===== src/rtl/conv_window_sequencer_if.sv =====
// Handshake and operand bus bundle between the pixel/weight sources, the sequencer and the MAC datapath.
interface conv_window_sequencer_if #(
  parameter int unsigned DATA_WIDTH  = 16,
  parameter int unsigned KERNEL_SIZE = 25
);
  logic                              cfg_start;
  logic [DATA_WIDTH-1:0]             bias_in;
  logic                              w_valid;
  logic [DATA_WIDTH-1:0]             w_data;
  logic                              w_ready;
  logic                              pix_valid;
  logic [DATA_WIDTH-1:0]             pix_data;
  logic                              pix_ready;
  logic [KERNEL_SIZE*DATA_WIDTH-1:0] mult_weights;
  logic [KERNEL_SIZE*DATA_WIDTH-1:0] mult_pixel_data;
  logic [DATA_WIDTH-1:0]             adder_bias;
  logic [DATA_WIDTH-1:0]             mac_result;
  logic                              out_valid;
  logic [DATA_WIDTH-1:0]             out_data;
  logic                              out_ready;
  logic                              weights_loaded;
  logic                              busy;

  modport slave (
    input  cfg_start, bias_in, w_valid, w_data, pix_valid, pix_data, mac_result, out_ready,
    output w_ready, pix_ready, mult_weights, mult_pixel_data, adder_bias, out_valid, out_data,
           weights_loaded, busy
  );

  modport master (
    output cfg_start, bias_in, w_valid, w_data, pix_valid, pix_data, mac_result, out_ready,
    input  w_ready, pix_ready, mult_weights, mult_pixel_data, adder_bias, out_valid, out_data,
           weights_loaded, busy
  );
endinterface


===== src/rtl/conv_window_sequencer.sv =====
// Loads kernel weights and bias, then streams pixel windows into a MAC datapath,
// holding operand buses steady while it settles and returning each result on valid/ready.
module conv_window_sequencer #(
  parameter int unsigned DATA_WIDTH  = 16,
  parameter int unsigned KERN_DIM    = 5,
  parameter int unsigned MAC_LATENCY = 0
) (
  input logic                    clk,
  input logic                    rstn,
  conv_window_sequencer_if.slave bus
);
  localparam int unsigned KernelSize = KERN_DIM * KERN_DIM;
  localparam int unsigned CntW       = $clog2(KernelSize);
  localparam int unsigned WaitW      = (MAC_LATENCY > 0) ? $clog2(MAC_LATENCY + 1) : 1;
  localparam logic [CntW-1:0]  LastSlot = CntW'(KernelSize - 1);
  localparam logic [WaitW-1:0] LastWait = WaitW'(MAC_LATENCY);

  typedef enum logic [2:0] {StIdle, StLoadW, StLoadP, StWait, StOut} state_e;

  state_e                state;
  logic [CntW-1:0]       w_cnt;
  logic [CntW-1:0]       p_cnt;
  logic [WaitW-1:0]      wait_cnt;
  logic [DATA_WIDTH-1:0] weights [KernelSize];
  logic [DATA_WIDTH-1:0] pixels  [KernelSize];
  logic [DATA_WIDTH-1:0] bias;
  logic [DATA_WIDTH-1:0] out_data;
  logic                  out_valid;
  logic                  weights_loaded;
  logic                  restart;
  logic                  w_fire;
  logic                  p_fire;
  logic                  pix_ready;

  // A reload is only honoured between windows, never part-way through one.
  assign restart   = bus.cfg_start &&
                     ((state == StIdle) || ((state == StLoadP) && (p_cnt == '0)));
  assign pix_ready = (state == StLoadP) && !restart;
  assign w_fire    = (state == StLoadW) && bus.w_valid;
  assign p_fire    = pix_ready && bus.pix_valid;

  always_ff @(posedge clk or negedge rstn) begin
    if (!rstn) begin
      state          <= StIdle;
      w_cnt          <= '0;
      p_cnt          <= '0;
      wait_cnt       <= '0;
      bias           <= '0;
      out_data       <= '0;
      out_valid      <= 1'b0;
      weights_loaded <= 1'b0;
      for (int i = 0; i < KernelSize; i++) begin
        weights[i] <= '0;
        pixels[i]  <= '0;
      end
    end else if (restart) begin
      state          <= StLoadW;
      bias           <= bus.bias_in;
      w_cnt          <= '0;
      weights_loaded <= 1'b0;
    end else begin
      unique case (state)
        StLoadW: begin
          if (w_fire) begin
            weights[w_cnt] <= bus.w_data;
            if (w_cnt == LastSlot) begin
              state          <= StLoadP;
              weights_loaded <= 1'b1;
              w_cnt          <= '0;
              p_cnt          <= '0;
            end else begin
              w_cnt <= w_cnt + 1'b1;
            end
          end
        end
        StLoadP: begin
          if (p_fire) begin
            pixels[p_cnt] <= bus.pix_data;
            if (p_cnt == LastSlot) begin
              state    <= StWait;
              wait_cnt <= '0;
            end else begin
              p_cnt <= p_cnt + 1'b1;
            end
          end
        end
        StWait: begin
          if (wait_cnt == LastWait) begin
            out_data  <= bus.mac_result;
            out_valid <= 1'b1;
            state     <= StOut;
          end else begin
            wait_cnt <= wait_cnt + 1'b1;
          end
        end
        StOut: begin
          if (bus.out_ready) begin
            out_valid <= 1'b0;
            p_cnt     <= '0;
            state     <= StLoadP;
          end
        end
        default: state <= StIdle;
      endcase
    end
  end

  always_comb begin
    bus.mult_weights    = '0;
    bus.mult_pixel_data = '0;
    for (int i = 0; i < KernelSize; i++) begin
      bus.mult_weights[i*DATA_WIDTH +: DATA_WIDTH]    = weights[i];
      bus.mult_pixel_data[i*DATA_WIDTH +: DATA_WIDTH] = pixels[i];
    end
  end

  assign bus.w_ready        = (state == StLoadW);
  assign bus.pix_ready      = pix_ready;
  assign bus.adder_bias     = bias;
  assign bus.out_valid      = out_valid;
  assign bus.out_data       = out_data;
  assign bus.weights_loaded = weights_loaded;
  assign bus.busy           = (state != StIdle);
endmodule


===== src/flat_wrapper.sv =====
// flat-port wrapper written by rule: the top's interface ports become plain ports
module conv_window_sequencer_flat 
#(
  parameter int unsigned DATA_WIDTH  = 16,
  parameter int unsigned KERN_DIM    = 5,
  parameter int unsigned MAC_LATENCY = 0
)
  (clk, rstn, bus_cfg_start, bus_bias_in, bus_w_valid, bus_w_data, bus_pix_valid, bus_pix_data, bus_mac_result, bus_out_ready, bus_w_ready, bus_pix_ready, bus_mult_weights, bus_mult_pixel_data, bus_adder_bias, bus_out_valid, bus_out_data, bus_weights_loaded, bus_busy);
  conv_window_sequencer_if #(.DATA_WIDTH(DATA_WIDTH), .KERNEL_SIZE((25))) bus_i ();
  input logic clk;
  input logic rstn;
  input wire logic [$bits(bus_i.cfg_start)-1:0] bus_cfg_start;
  input wire logic [$bits(bus_i.bias_in)-1:0] bus_bias_in;
  input wire logic [$bits(bus_i.w_valid)-1:0] bus_w_valid;
  input wire logic [$bits(bus_i.w_data)-1:0] bus_w_data;
  input wire logic [$bits(bus_i.pix_valid)-1:0] bus_pix_valid;
  input wire logic [$bits(bus_i.pix_data)-1:0] bus_pix_data;
  input wire logic [$bits(bus_i.mac_result)-1:0] bus_mac_result;
  input wire logic [$bits(bus_i.out_ready)-1:0] bus_out_ready;
  output wire logic [$bits(bus_i.w_ready)-1:0] bus_w_ready;
  output wire logic [$bits(bus_i.pix_ready)-1:0] bus_pix_ready;
  output wire logic [$bits(bus_i.mult_weights)-1:0] bus_mult_weights;
  output wire logic [$bits(bus_i.mult_pixel_data)-1:0] bus_mult_pixel_data;
  output wire logic [$bits(bus_i.adder_bias)-1:0] bus_adder_bias;
  output wire logic [$bits(bus_i.out_valid)-1:0] bus_out_valid;
  output wire logic [$bits(bus_i.out_data)-1:0] bus_out_data;
  output wire logic [$bits(bus_i.weights_loaded)-1:0] bus_weights_loaded;
  output wire logic [$bits(bus_i.busy)-1:0] bus_busy;
  assign bus_i.cfg_start = bus_cfg_start;
  assign bus_i.bias_in = bus_bias_in;
  assign bus_i.w_valid = bus_w_valid;
  assign bus_i.w_data = bus_w_data;
  assign bus_i.pix_valid = bus_pix_valid;
  assign bus_i.pix_data = bus_pix_data;
  assign bus_i.mac_result = bus_mac_result;
  assign bus_i.out_ready = bus_out_ready;
  assign bus_w_ready = bus_i.w_ready;
  assign bus_pix_ready = bus_i.pix_ready;
  assign bus_mult_weights = bus_i.mult_weights;
  assign bus_mult_pixel_data = bus_i.mult_pixel_data;
  assign bus_adder_bias = bus_i.adder_bias;
  assign bus_out_valid = bus_i.out_valid;
  assign bus_out_data = bus_i.out_data;
  assign bus_weights_loaded = bus_i.weights_loaded;
  assign bus_busy = bus_i.busy;
  conv_window_sequencer #(.DATA_WIDTH(DATA_WIDTH), .KERN_DIM(KERN_DIM), .MAC_LATENCY(MAC_LATENCY)) u_core (.clk(clk), .rstn(rstn), .bus(bus_i));
endmodule

===== config.mk =====
export PLATFORM = sky130hd
export DESIGN_NAME = conv_window_sequencer_flat
export DESIGN_NICKNAME = d
export VERILOG_FILES = /design/src/rtl/conv_window_sequencer_if.sv /design/src/rtl/conv_window_sequencer.sv /design/src/flat_wrapper.sv
export SDC_FILE = /design/constraint.sdc
export NUM_CORES = 1
export LEC_CHECK = 0
export BUFFER_PORTS_ARGS = -buffer_cell sky130_fd_sc_hd__buf_2
export CAP_MARGIN = 20
export CORE_AREA = 2 2 355 357
export DETAILED_ROUTE_END_ITERATION = 8
export DIE_AREA = 0 0 357 359
export GPL_ROUTABILITY_DRIVEN = 0
export PLACE_DENSITY = 0.5
export SETUP_SLACK_MARGIN = 0.2
export SYNTH_ARGS = -nofsm -noshare
export SYNTH_HDL_FRONTEND = slang
export SYNTH_SLANG_ARGS = --single-unit
export TNS_END_PERCENT = 100

===== constraint.sdc =====
create_clock -name clk -period 2.5 [get_ports clk]
set_input_delay 0.5 -clock clk [delete_from_list [all_inputs] [get_ports clk]]
set_output_delay 0.5 -clock clk [all_outputs]
set_load 0.03 [all_outputs]

# Yosys cells after proc, flatten, opt, wreduce, memory -nomap -nowiden
# Index checks and enable logic that the tools add are counted.
op_classes:
  muxes: 35
  n_bitwise: 4
  n_eq_ne: 19
  n_reduce_logical: 27
  order_cmp: 4
  add_sub_neg: 3
ops:
  columns: ["operator", "n"]
  rows:
  - ["$bwmux W400", 2]
  - ["$demux W16 S5", 2]
  - ["$mux W5", 9]
  - ["$mux W16", 2]
  - ["$mux W3", 7]
  - ["$pmux W5 S3", 1]
  - ["$ge A6 B6 Y1 const B", 2]
  - ["$lt A6 B1 Y1 const B", 2]
  - ["$not A5 Y6", 2]
  - ["$pmux W3 S4", 1]
  - ["$reduce_and A3 Y1", 4]
  - ["$add A5 B1 Y5 const B", 2]
  - ["$eq A5 B5 Y1 const B", 2]
  - ["$reduce_bool A2 Y1", 5]
  - ["$mux W1", 9]
  - ["$ne A3 B1 Y1 const B", 3]
  - ["$ne A2 B2 Y1 const B", 4]
  - ["$reduce_and A4 Y1", 2]
  - ["$logic_and A1 B1 Y1", 7]
  - ["$reduce_and A7 Y1", 1]
  - ["$eq A3 B2 Y1 const B", 2]
  - ["$ne A2 B1 Y1 const B", 3]
  - ["$ne A3 B2 Y1 const B", 2]
  - ["$reduce_and A6 Y1", 1]
  - ["other kinds (12)", 15]
totals:
  output_inout_bits: 837
  in_bits: 70
  ff_bits: 848
  wordCells: 150

# Logic depth before layout (Yosys ltp)
# Gate-level depths: netlist (run 1).
logic_depth:
  depth_word: 10
  depth_mapped: 8
  mapped_depth_nobuf: 6

# Least setup slack after synthesis (run 1)
# OpenSTA, ideal clock, no wires.
synth_path:
  kind: "flip-flop to flip-flop"
  startpoint: "register u_core.p_cnt[0]"
  endpoint: "register u_core.state[1]"
  period_less_slack_ps: 2364
  stages_incl_launch_ff: 8
  path_buffers: 1
  slack_ps: 136
  required_time_ps: 2369
  setup_ps: 131
  arrival_ps: 2233
  path_cell_list: "dfrtp_1 > inv_1 > ha_1 > or4b_1 > buf_2 > a21oi_1 > nor2_1 > or3_1"
synth_via:
  elab_chain_len: 9
  elab_cells_between_ends: 16
  cone_classes: "eq/ne: 7; mux: 1; reduce/logical: 8"
synth_lines:
  columns: ["item", "line_no", "text"]
  rows:
  - ["start: declaration", "conv_window_sequencer.sv:22", "logic [CntW-1:0] p_cnt;"]
  - ["start signal: assignment", "conv_window_sequencer.sv:83", "p_cnt <= p_cnt + 1'b1;"]
  - ["$logic_not A5 Y1", "conv_window_sequencer.sv:37", "((state == StIdle) || ((state == StLoadP) && (p_cnt == '0)));"]
  - ["$logic_and A1 B1 Y1", "conv_window_sequencer.sv:37", null]
  - ["$logic_or A1 B1 Y1", "conv_window_sequencer.sv:37", null]
  - ["$logic_and A1 B1 Y1", "conv_window_sequencer.sv:36", "assign restart = bus.cfg_start &&"]
  - ["$logic_not A1 Y1", "conv_window_sequencer.sv:38", "assign pix_ready = (state == StLoadP) && !restart;"]
  - ["$logic_and A1 B1 Y1", "conv_window_sequencer.sv:38", null]
  - ["via bus_pix_ready", "flat_wrapper.sv:21", "output wire logic [$bits(bus_i.pix_ready)-1:0] bus_pix_ready;"]
  - ["$logic_and A1 B1 Y1", "conv_window_sequencer.sv:40", "assign p_fire = pix_ready && bus.pix_valid;"]
  - ["$ne A3 B1 Y1 (no line)", null, null]
  - ["$reduce_and A6 Y1 (no line)", null, null]
  - ["end signal: assignment", "conv_window_sequencer.sv:44", "state <= StIdle;"]
  - ["end signal: assignment", "conv_window_sequencer.sv:57", "state <= StLoadW;"]
  - ["end signal: assignment", "conv_window_sequencer.sv:67", "state <= StLoadP;"]
  - ["end: declaration", "conv_window_sequencer.sv:20", "state_e state;"]
# The timed path passes the listed nets, and every way through them passes these cells.
# A chain may end at the register's enable or synchronous reset.

# Worst setup path after layout (run 1)
layout_path:
  startpoint: "register u_core.p_cnt[0]"
  endpoint: "output bus_pix_ready"
layout_via:
  elab_chain_len: 6
layout_lines:
  columns: ["item", "line_no"]
  rows:
  - ["$logic_not A5 Y1", "conv_window_sequencer.sv:37"]
  - ["$logic_and A1 B1 Y1", "conv_window_sequencer.sv:37"]
  - ["$logic_or A1 B1 Y1", "conv_window_sequencer.sv:37"]
  - ["$logic_and A1 B1 Y1", "conv_window_sequencer.sv:36"]
  - ["$logic_not A1 Y1", "conv_window_sequencer.sv:38"]
  - ["$logic_and A1 B1 Y1", "conv_window_sequencer.sv:38"]
  - ["end: declaration", "flat_wrapper.sv:21"]
# Every way passes these cells.

==> run metrics, run 1 <==
Starting Density=around a quarter; vias in the first global route=around 22000; maximum fanout along the worst path=2; Leak=~24 nW; FF-to-FF End=u_core.bus.mult_pixel_data[114]$_DFFE_PN0P_; Max Slew Vio Count=0; Pre-Repair DR Iteration Count=5; syn nets=a little over 2000; Worst Setup Path Type=flop to output pin; Post-synth ARST share=100.0%; CTS tree=yes; Rows=130; HP Start=bus_mac_result[11]; critical path arrival=2.19 ns; ANT nets after route=0; Total Wirelength=about 110000 um; TritonCTS Buffers=93; R2R Setup Slk=0.04 ns; first-pass GRT wire length=~160000 um; initial drt markers=around 840; R2R Path Start=u_core.p_cnt[0]$_DFFE_PN0P_; Syn Area/Cell=16.28 um2; crit share post-route=107.6%; EDFF count, synth=0; grt ovf=0; Sink Count=847; Clock transition at path regs=around 0.06 ns; CP cell instances=inv_2, ha_4, or4b_4, a21oi_4, nor2_2, buf_6; HPWL after detailed placement=slightly above 80000 um; Vias=around 21000; failing checks=negative setup slack; Pwr Density=approximately 1100 nW/um2; Peak VDD IR=between 0.7 and 0.8 mV; Max Root-Sink Buffers=3; CP delay by family, top=simple AND/OR/NAND/NOR gates; hold crit path type=input pin to flop; Min-Delay Endpoint=u_core.bus.out_data[11]$_DFFE_PN0P_; die area=between 100000 and 150000 um2; crit end category=output pin; Setup-failing EPs final=1; layout cell share with drive strength beyond 1=about 68%; Reg2Reg Depth=9; gr usage total=between 15 and 20%; Setup WS post-layout=-0.1912 ns; Worst EP required=roughly 2.0 ns; largest net degree at the start of global routing=73; Die Span X=357 um; YS warnings=0; # port buffers=just over 900; Largest stage delay, worst path=0.49 ns; max cap viols=0; Vias/cell=between 4 and 5; worst slew pin tran=between 0.8 and 0.9 ns; WL/cell=24.21 um; Gate Count Post-Synth=1975; area of the core=124600 um2; Min-Delay Path Depth=2; Die Ht=roughly 360 um; status=finished, violations left; min Tclk post-route=2.691 ns; worst skew pair latency=0.69 ns; Peak Freq=between 300 and 400 MHz; NumNets Final=about 3100; I/O Pins=907; Seq/Total Area, Yosys=approximately two thirds; Post-Route Utilization=34.98%; flops & latches, synth=between 800 and 900; setup tns final=-0.1912 ns; Syn-to-layout area delta=35.59%; Crit-path slowest cell=or4b_4; ys flop type=dfrtp_1; Startpoint Class=flop; Rel. slew slack=just over 40%; Buf/Inv on CP=2; initial antenna violation count=15; drt drc=0; Distinct cells, synth=44; synthesized area=between 30000 and 40000 um2; root buffer cell=clkbuf_16; RSZ-0062 raised after global routing=yes; H-tree Lvls=3; final hold violations=0; skew final=around 0.019 ns
-- final cells by class --
type / count / area, um2
fillers: 12410 / 81010
flip-flops and latches: 847 / 21200
multi-input cells: 981 / 10500
repair buffers: 1080 / 6686
clock buffers: 133 / 2729
well taps: 1650 / 2064
clock inverters: 31 / 342.8
diodes: 14 / 35.03
inverters: 8 / 30.03
-- worst max-delay path by stage --
| stage | start | endpoint | slack (ns) | depth (start not counted) |
|---|---|---|---|---|
| 4_1_cts | u_core.p_cnt[0]$_DFFE_PN0P_ | bus_pix_ready | -0.29 | 6 |
| 2_1_floorplan | u_core.p_cnt[0]$_DFFE_PN0P_ | u_core.state[1]$_DFFE_PN0P_ | 0.16 | 7 |
| 6_report | u_core.p_cnt[0]$_DFFE_PN0P_ | bus_pix_ready | -0.19 | 6 |
| 3_3_place_gp | u_core.state[2]$_DFFE_PN0P_ | u_core.bus.mult_weights[87]$_DFFE_PN0P_ | 0.08 | 7 |
| 3_5_place_dp | u_core.p_cnt[1]$_DFFE_PN0P_ | u_core.bus.mult_pixel_data[208]$_DFFE_PN0P_ | 0.07 | 7 |
| 5_1_grt | u_core.p_cnt[1]$_DFFE_PN0P_ | bus_pix_ready | -0.31 | 6 |
-- flip-flops by register name (all words and copies together), names as in the netlist --
register	flops
u_core.w_cnt	5
u_core.bus.mult_weights	400
u_core.bus.out_data	16
u_core.bus.adder_bias	16
u_core.state	3
u_core.p_cnt	5
u_core.bus.mult_pixel_data	400
u_core.bus.out_valid	1
u_core.bus.weights_loaded	1
-- cell usage after synthesis, drive strengths merged (2+ instances only) --
master	instances	share of area [%]
dfrtp	847	66
mux2	833	29
clkbuf	107	1.2
nand2	57	0.76
buf	32	0.61
nor2	10	0.12
a21oi	8	0.12
ha	8	0.31
inv	8	0.093
and2	5	0.097
o211a	5	0.16
or3	5	0.097
and3	4	0.078
nor3	4	0.062
nor3b	4	0.093
nand3	3	0.047
nand4	3	0.058
o211ai	3	0.070
o21ai	3	0.047
or4b	3	0.093
a31oi	2	0.039
nand2b	2	0.039
nand4b	2	0.055
or2	2	0.039
or3b	2	0.055
-- stage by stage --
stage	area, um2	power, mW	worst slack [ns]	hold WS [ns]	cells
floorplan	32190	27.96	0.1560	0.2044	1975
global placement	39790	33.70	0.08121	0.4824	4520
detailed placement	39790	33.83	0.06695	0.4864	4520
CTS	43260	48.17	-0.2906	0.007371	4717
global route	43580	49.81	-0.3099	0.04917	4739
finish	43590	47.63	-0.1912	0.09297	4744
-- cells by family after synthesis --
kind of cell | count (synthesis) | synth area share [%]
simple gates | 113 | 1.896
compound gates | 26 | 0.5800
flops | 847 | 65.93
mux | 833 | 29.30
xor+xnor | 1 | 0.02725
fa+ha+maj | 8 | 0.3114
buf+inv | 147 | 1.954
-- per-layer routing --
metal	up-vias	wire [um]	global-route usage (%)	share of wire, %
li1	9051	-	-	-
met1	10980	47260	21.12	41
met2	769	54260	28.69	47
met3	143	10610	6.431	9.2
met4	0	2712	5.372	2.4
met5	-	0	0	0
-- layout by cell type (no fill, tap or decap), drive strengths merged, types with 2 or more instances in the layout --
cell         instances
nand2               57
a31oi                2
nor3                 4
bufinv               4
nand3                3
or2                  2
inv                 15
o211a                5
or3                  5
or4b                 3
clkbuf             138
dlygate4sd3         22
a21oi                8
nor2                10
and2                 5
nand4                3
nand4b               2
nand2b               2
buf               1051
o211ai               3
mux2               833
dfrtp              847
ha                   8
clkinv              20
nor3b                4
or3b                 2
and3                 4
diode               14
o21ai                3
-- what timing repair did --
item	CTS	global route
gates resized for setup	29	23
endpoints found under the setup margin	313	342
pin swaps	3	5
gates cloned	0	6
setup buffers	11	7
hold buffers	22	0
hold endpoints to repair	22	0
-- power breakdown --
part	internal (mW)	total, mW	switching [mW]
clock network	8.03	13.9	5.84
logic	5.15	15.4	10.3
registers	16.8	18.3	1.59
total	29.9	47.6	17.7
(Power assumes the default switching activity.)
==> run 2: changes to the inputs <==
Settings changed: HOLD_SLACK_MARGIN set to 0.12, RECOVER_POWER set to 50.
==> run 2 against run 1 <==
Effect of this change: the run still ends with negative setup slack left; routed wire length about the same; final area decreased by 1.3%; clock power is essentially flat; fmax grew 0.20%; sequential share of layout area is 0.67 points higher; core utilization shrank 0.47 points; sequential power about the same; sequential cell count stayed put; global-route usage about the same; via count grew 0.12%; register-to-register slack is essentially flat; non-clock buffer count is 11 higher.
==> run metrics, run 2 (same netlist as run 1, synthesis figures left out) <==
status=finished, violations left; failing checks=negative setup slack; Total Wirelength=114900 um (about the same); drt drc=0 (unchanged); hold crit path type=input pin to flop; combinational power share=31.5% (-0.8 points); root buffer cell=clkbuf_16; vias in the first global route=21990 (+0.21%); Crit-path slowest cell=or4b_4; die area=128200 um2 (unchanged); critical path arrival=2.19 ns (about the same); Die Span X=357 um (unchanged); total power=47.12 mW (-1.1%); skew final=0.01897 ns (+0.0003406 ns); Rel. slew slack=14.19% (-27 points); Vias/cell=4.409 (-0.13%); Routed met2 length=54520 um (+0.48%); Worst EP required=2.00 ns (about the same); Rows=130 (unchanged); I/O Pins=907 (unchanged); Worst Setup Path Type=flop to output pin; largest net degree at the start of global routing=73 (unchanged); Buf/Inv on CP=2 (unchanged); Setup WS post-layout=-0.1857 ns (+0.005481 ns); Die Ht=359 um (unchanged); NumNets Final=3100 (+0.36%); min Tclk post-route=2.686 ns (-0.005481 ns); gr usage total=17.44% (about the same); WL/cell=24.15 um (-0.23%); initial antenna violation count=14 (-1); DP Cell Count=4520 (unchanged); Syn-to-layout area delta=33.77%; initial drt markers=893 (+6.6%); Starting Density=25.80% (unchanged); grt ovf=0 (unchanged); HPWL after detailed placement=81530 um (unchanged); met1 WL=47160 um (-0.21%); Max Slew Vio Count=0 (unchanged); Clk pwr share=29.4% (+0.3 points); Clock transition at path regs=0.06 ns (about the same); final hold violations=0 (unchanged); CTS tree=yes; Setup-failing EPs final=1 (unchanged); layout cell share with drive strength beyond 1=54.22% (-13 points); area of the core=124600 um2 (unchanged); Peak VDD IR=0.6763 mV (-4.2%); DP Worst Slack=0.06695 ns (unchanged); # port buffers=906 (unchanged); met3 WL=10440 um (-1.7%); RSZ-0062 raised after global routing=yes; most frequent cells in the layout=dfrtp_1, mux2_2, buf_2; CP cell instances=inv_2, ha_4, or4b_4, a21oi_4, nor2_2, buf_6; worst slew pin tran=1.287 ns (+0.4104 ns); sequential share of power=39.0% (+0.5 points); Startpoint Class=flop; TritonCTS Buffers=93 (unchanged); Max Root-Sink Buffers=3 (unchanged); Pre-Repair DR Iteration Count=4 (-1); final std cells w/o fill=4756 (+0.25%); max cap viols=0 (unchanged); Sink Count=847 (unchanged); Leak=22.22 nW (-6.7%); ANT nets after route=0 (unchanged); Largest stage delay, worst path=0.49 ns (about the same); first-pass GRT wire length=162700 um (+0.12%); worst skew pair latency=0.69 ns (about the same); switching portion of total power=37.59% (+0.45 points); H-tree Lvls=3 (unchanged); CP delay by family, top=simple AND/OR/NAND/NOR gates; Pwr Density=1096 nW/um2 (+0.29%); crit share post-route=107.4% (-0.22 points); Internal Power=29.41 mW (-1.8%); Peak Freq=372.3 MHz (+0.20%); Vias=20970 (+0.12%); top sig layer=met4; P_sw=17.71 mW (+0.14%); most common cell after layout, fill and taps aside=dfrtp_1; crit end category=output pin; maximum fanout along the worst path=2 (unchanged)
[run 2: cell types whose count changed in the layout (fill, tap and decap cells not counted), sizes merged]
cell,before,now
buf,1051,627
clkbuf,138,562
dlygate4sd3,22,33
clkdlybuf4s18,1,0
clkdlybuf4s25,0,1
diode,14,15
[run 2: timing repair]
item / 4_1_cts / 5_1_grt
pin swaps: 3 / 5
hold endpoints to repair: 147 / 0
gates resized for setup: 29 / 23
setup buffers: 11 / 7
endpoints found under the setup margin: 313 / 342
hold buffers: 33 / 0
gates cloned: 0 / 6
[run 2: worst paths after layout]
check	from	to	slack, ns	cells past startpoint
hold reg to reg	u_core.bus.mult_weights[385]$_DFFE_PN0P_	u_core.bus.mult_weights[385]$_DFFE_PN0P_	0.50	1
hold / removal	bus_mac_result[3]	u_core.bus.out_data[3]$_DFFE_PN0P_	0.17	2
setup / recovery	u_core.p_cnt[0]$_DFFE_PN0P_	bus_pix_ready	-0.19	6
min in group asynchronous	rstn	u_core.bus.mult_weights[50]$_DFFE_PN0P_	0.68	2
max in group asynchronous	rstn	u_core.bus.mult_weights[175]$_DFFE_PN0P_	0.11	4
setup reg to reg	u_core.p_cnt[0]$_DFFE_PN0P_	u_core.bus.mult_pixel_data[114]$_DFFE_PN0P_	0.05	9
[run 2: per-layer routing]
layer	global-route usage, %	vias to the layer above
li1	-	9067
met1	21.13	11000
met2	28.74	760
met3	6.416	141
met4	5.363	0
met5	0	-
[run 2: area by class of cell]
cell class	instances	area, um2
repair buffers	1091	6096
clock buffers	133	2729
diodes	15	37.54
flip-flops and latches	847	21200
clock inverters	31	342.8
well taps	1650	2064
multi-input cells	981	10500
inverters	8	30.03
fillers	12610	81590
[run 2: power groups by stage]
stage,clock [mW],sequential [mW],combinational [mW]
after floorplan,0,24.4,3.60
after global placement,0,18.4,15.3
final,13.9,18.4,14.9
after detailed placement,0,18.5,15.3
after CTS,14.3,18.3,15.6
after global routing,14.9,18.8,15.7
[run 2: metrics by stage]
step           instance area, um2  setup TNS [ns]  hold slack (ns)  util [%]
2_1_floorplan               32190               0           0.2044         -
3_3_place_gp                39790               0           0.4824     31.93
3_5_place_dp                39790               0           0.4864     31.93
4_1_cts                     43370         -0.3125           0.1436     34.81
5_1_grt                     42980          -5.975           0.1506     34.50
6_report                    43000         -0.1857           0.1693     34.51
